File: src/rtl/simp_fun_pipe.sv
// simp_fun_pipe: mode-selectable unsigned arithmetic unit (add/sub/mul/max)
// with a LAT-deep elastic pipeline, valid/ready on both sides, per-result
// overflow flag, optional saturation and a delivered-result counter.
//
// Ports
//   clk        clock, rising edge
//   rst_n      synchronous active-low reset
//   in_valid   input beat valid
//   in_ready   block accepts the input beat this cycle
//   a_in,b_in  unsigned operands
//   mode       0 add, 1 sub (a-b), 2 mul, 3 max; travels with the beat
//   out_valid  result valid
//   out_ready  sink accepts result
//   c_out      result
//   ovf_out    overflow/underflow for this result (regardless of SAT)
//   out_count  results delivered, wraps
module simp_fun_pipe #(
  parameter int WIDTH = 16,
  parameter int LAT   = 2,
  parameter int SAT   = 0,
  parameter int CNT_W = 32
) (
  input  logic             clk,
  input  logic             rst_n,
  input  logic             in_valid,
  output logic             in_ready,
  input  logic [WIDTH-1:0] a_in,
  input  logic [WIDTH-1:0] b_in,
  input  logic [1:0]       mode,
  output logic             out_valid,
  input  logic             out_ready,
  output logic [WIDTH-1:0] c_out,
  output logic             ovf_out,
  output logic [CNT_W-1:0] out_count
);

  typedef struct packed {
    logic             ovf;
    logic [WIDTH-1:0] c;
  } res_t;

  localparam logic [WIDTH-1:0] MAXV = {WIDTH{1'b1}};

  // ---------------- datapath (feeds S1) ----------------
  logic [WIDTH:0]     w_sum;
  logic [WIDTH:0]     w_dif;
  logic [2*WIDTH-1:0] w_prod;
  res_t               w_res;

  assign w_sum  = {1'b0, a_in} + {1'b0, b_in};
  assign w_dif  = {1'b0, a_in} - {1'b0, b_in};
  assign w_prod = {{WIDTH{1'b0}}, a_in} * {{WIDTH{1'b0}}, b_in};

  always_comb begin
    w_res = '0;
    case (mode)
      2'd0: begin
        w_res.ovf = w_sum[WIDTH];
        w_res.c   = (SAT != 0 && w_sum[WIDTH]) ? MAXV : w_sum[WIDTH-1:0];
      end
      2'd1: begin
        w_res.ovf = (a_in < b_in);
        w_res.c   = (SAT != 0 && a_in < b_in) ? '0 : w_dif[WIDTH-1:0];
      end
      2'd2: begin
        w_res.ovf = |w_prod[2*WIDTH-1:WIDTH];
        w_res.c   = (SAT != 0 && w_res.ovf) ? MAXV : w_prod[WIDTH-1:0];
      end
      default: begin
        w_res.ovf = 1'b0;
        w_res.c   = (a_in >= b_in) ? a_in : b_in;
      end
    endcase
  end

  // ---------------- elastic pipeline ----------------
  res_t [LAT:1] r_dat;
  logic [LAT:1] r_vld;
  logic [LAT:1] w_adv;
  logic [CNT_W-1:0] r_cnt;

  // Advance chain walks from the sink back to S1; an empty stage always
  // advances, which is what lets bubbles collapse under a stall.
  always_comb begin
    logic acc;
    acc   = out_ready;
    w_adv = '0;
    for (int k = LAT; k >= 1; k--) begin
      acc      = !r_vld[k] || acc;
      w_adv[k] = acc;
    end
  end

  // Data registers load only with a valid beat, so X on idle operands never
  // enters the pipe, and the output stage keeps the last delivered result
  // while it is empty.
  always_ff @(posedge clk) begin
    if (!rst_n) begin
      r_vld <= '0;
      r_dat <= '0;
      r_cnt <= '0;
    end else begin
      if (w_adv[1]) begin
        r_vld[1] <= in_valid;
        if (in_valid) r_dat[1] <= w_res;
      end
      for (int k = 2; k <= LAT; k++) begin
        if (w_adv[k]) begin
          r_vld[k] <= r_vld[k-1];
          if (r_vld[k-1]) r_dat[k] <= r_dat[k-1];
        end
      end
      if (r_vld[LAT] && out_ready) r_cnt <= r_cnt + CNT_W'(1);
    end
  end

  assign in_ready  = w_adv[1];
  assign out_valid = r_vld[LAT];
  assign c_out     = r_dat[LAT].c;
  assign ovf_out   = r_dat[LAT].ovf;
  assign out_count = r_cnt;

endmodule

File: config.mk
export PLATFORM = sky130hd
export DESIGN_NAME = simp_fun_pipe
export DESIGN_NICKNAME = d
export VERILOG_FILES = /design/src/rtl/simp_fun_pipe.sv
export SDC_FILE = /design/constraint.sdc
export NUM_CORES = 1
export LEC_CHECK = 0
export CORE_ASPECT_RATIO = 1.25
export CORE_UTILIZATION = 45
export DETAILED_ROUTE_END_ITERATION = 12
export SYNTH_ARGS = -nofsm -noshare
export SYNTH_HDL_FRONTEND = slang
export SYNTH_SLANG_ARGS = --single-unit
File: constraint.sdc
create_clock -name clk -period 11.08 [get_ports clk]
set_clock_uncertainty 0.15 [all_clocks]
set_input_delay 3.324 -clock clk [delete_from_list [all_inputs] [get_ports clk]]
set_output_delay 3.324 -clock clk [all_outputs]
set_load 0.02 [all_outputs]
==> impl_results.md <==
* PwrDens at roughly 320 mW/mm^2
* DPL Wire Length at slightly above 30 mm
* # nets final at ~2000
* Initial antenna violation count at 0
* Hold Crit Class: reg2reg
* Internal power at around 2.1 mW
* CP delay by family, top: adder cells
* Biggest area consumer among synthesized cells: fa_1
* Worst path arrival time at about 11 ns
* Routed wire length at 36.7 mm
* Worst EP required at roughly 11 ns
* Status: completed
* Antenna cell count at 0
* CP max FO at 16
* Synthesis-to-finish area growth at 11.5%
* YS warnings at 0
* Number of global-route vias before repair at around 12000
* Post-route antenna net violation count at 0
* Die area at just over 0.03 mm^2
* Tot GR Track Use at 0.256
* H-tree depth at 3
* Root Buffer: clkbuf_16
* Least-Margin Pin Slew at 1.11 ns
* Largest net degree at the start of global routing at 50
* # Post-CTS Setup Buffers at 0
* Sink Count at 68
* Post-synth EDFFs at 0
* Synth Area in Simple Gates at 0.187
* Final setup viols at 0
* Comb power frac at 0.886
* Ys async rst share at 0
* Fmax at around 95 MHz
* IO Pins at 89
* Synth Cell Area at ~0.013 mm^2
* Final Hold Fails at 0
* Largest cells by area after synthesis: fa_1 29%, ha_1 13%, dfxtp_1 10%
* Vias/cell at about 5.4
* Adder-cell share of the synthesized area at 0.423
* 1st-pass router iterations at 5
* Distinct cells, synth at 69
* Share of layout cells above drive strength 1 at 0.0459
* DR iter-0 viols at 600
* CP max stage cell: clkdlybuf4s50_1
* Core Region at 0.0292 mm^2
* #FFs+latches synth at between 60 and 70
* Syn Nets at 1977
* Resized cells post-CTS at 0
* # fillers at ~2800
* Initial core utilization at 0.457
* Switching share of power at 0.562
* Num CTS Buffers at 9
* Largest family of logic cells by synthesized area: adder cells
* Syn Area/Cell at approximately 8.3 um^2
* Synth cell count leaders: 236 x inv_1, 223 x nand2_1, 196 x fa_1, 137 x ha_1, 97 x nor2_1
* Cell count after synthesis at ~1600
* Worst Path Buf+Inv at 7
* Post-CTS Hold Fix Bufs at 0
* Compound-Gate Fraction of Synth Area at 0.130
* Final Max Slew Viols at 0
* CTS tree: done
* Switching power total at between 2 and 3 mW
* Most instantiated library cell after synthesis: inv_1
* Clock slew at reported path FFs at 0.06 ns
* Critical-path cell list: clkdlybuf4s50_1, ha_1, inv_1, fa_1, inv_1, fa_1, inv_1, fa_1, inv_1, fa_1, fa_1, inv_1, fa_1, inv_1, ha_1, nand2_1, o21ai_0, o21ai_1, a221oi_1, a311oi_1, xor2_1, nand2_1, o31a_1
* CTS Buffer Depth at 2
* Leakage at 6.78 nW
* Reg power frac at 0.056
* Register area share after synthesis at 0.102
* Yosys top cell area share at 0.294
* WS Path Type: in2reg
* Setup_tns at 0 ns
* Top FF cell, synth: dfxtp_1
* First-pass GRT wire length at slightly above 60 mm
* Die H at 194 um
* # rows at 70
* WL/cell at approximately 18 um
* Crit end category: flop
* Final period utilization at 0.947
* Slowest cell delay on critical path at ~0.95 ns
* Max IR drop VDD at between 0.0005 and 0.0006 V
* Die width at 156 um
* Mux cell area share after synthesis at 0.0235
* Clock network latency to the later pin of the worst-skew pair at ~0.33 ns
* Maximum Capacitance Violations at 0
* Grt ovf at 0
* Post-Synth XOR/XNOR Area at 0.0348
* Max_slew headroom at 0.261
* Pre-CTS setup slack at about 0.29 ns
* Crit start category: input port
* # DRC at 0
* Post-layout min period at ~10 ns
* Unrepaired setup endpoints after global routing: false
* Buffers on Ports at 88
* Vias after detailed routing at approximately 11000
* Fin worst setup slack at ~0.6 ns
* GPL Wtd Cong at approximately 0.93
* Clock network fraction of design power at 0.059
==> cell type report <==
type | instances | area (um^2) | area share
timing repair buffer | 129 | 1180 | 0.0796
sequential | 68 | 1360 | 0.0916
tap | 396 | 495 | 0.0333
clock buffer | 11 | 243 | 0.0163
clock inverter | 4 | 50.0 | 0.00337
multi-input combinational | 1206 | 10600 | 0.716
inverter | 238 | 893 | 0.0601
==> cells in the final DEF, fill, tap and decap left out, types with 17 or more instances in the layout <==
master           netlist  layout
nand2_1              223     223
o21ai_0               40      40
dfxtp_1               68      68
nand3_1               27      27
xnor2_1               25      25
nor2b_1               17      17
buf_4                 17      41
mux2i_1               19      19
nor2_1                97      97
and2_1                90      90
inv_1                236     236
clkdlybuf4s50_1        0      87
a21oi_1               90      89
fa_1                 196     196
xor2_1                28      28
ha_1                 137     137
==> worst register-to-register path, delay by kind of cell, from the launching register on <==
kind                      cells  cell delay (ns)
and+or+nand+nor               8             1.73
DFF                           1             0.42
xor gates and xnor gates      1             0.15
==> metal layers <==
| layer | track usage | routed length [um] |
|---|---|---|
| met1 | 0.317 | 15200 |
| met2 | 0.451 | 18500 |
| met3 | 0.0261 | 1550 |
| met4 | 0.103 | 1430 |
| met5 | 0 | 0 |
==> sequential cells by signal, indices dropped and copies added, names as in the netlist <==
signal and flops:
out_count 32, r_dat 17, c_out 16, r_vld 2
ovf_out 1
==> power by group through the flow <==
stage / sequential [mW] / combinational [mW] / clock [mW]
final: 0.268 / 4.28 / 0.283
after detailed placement: 0.274 / 4.24 / 0
after floorplan: 0.271 / 3.08 / 0
after global placement: 0.274 / 4.26 / 0
after CTS: 0.269 / 4.26 / 0.287
after global routing: 0.270 / 4.73 / 0.299
==> final timing paths <==
| kind | start | endpoint | slack [ns] | cells past startpoint |
|---|---|---|---|---|
| max | a_in[7] | r_dat[16] | 0.58 | 23 |
| min | r_dat[6] | c_out[6] | 0.30 | 2 |
| max reg2reg | out_count[3] | out_count[26] | 8.52 | 9 |
| min reg2reg | r_dat[6] | c_out[6] | 0.30 | 2 |
==> cells by family (layout without fill, tap and decap cells) <==
family,after synthesis,count (layout)
AND/OR/NAND/NOR,528,528
AO/OA/AOI/OAI,264,264
adder cells (fa/ha/maj),333,333
XOR/XNOR,53,53
buffers and inverters,332,382
multiplexers,28,28
flip-flops,68,68
==> metrics by stage <==
step | cells | hold WS, ns | area, um^2 | power, mW | util
finish | 2052 | 0.301 | 14900 | 4.83 | 0.510
global route | 2052 | 0.316 | 14900 | 5.30 | 0.510
CTS | 2052 | 0.303 | 14900 | 4.82 | 0.510
detailed placement | 2037 | 0.291 | 14600 | 4.51 | 0.500
global placement | 2037 | 0.290 | 14600 | 4.54 | 0.500
floorplan | 1606 | 0.279 | 13300 | 3.35 | -
Note: power is estimated with default switching activity, not from simulation.
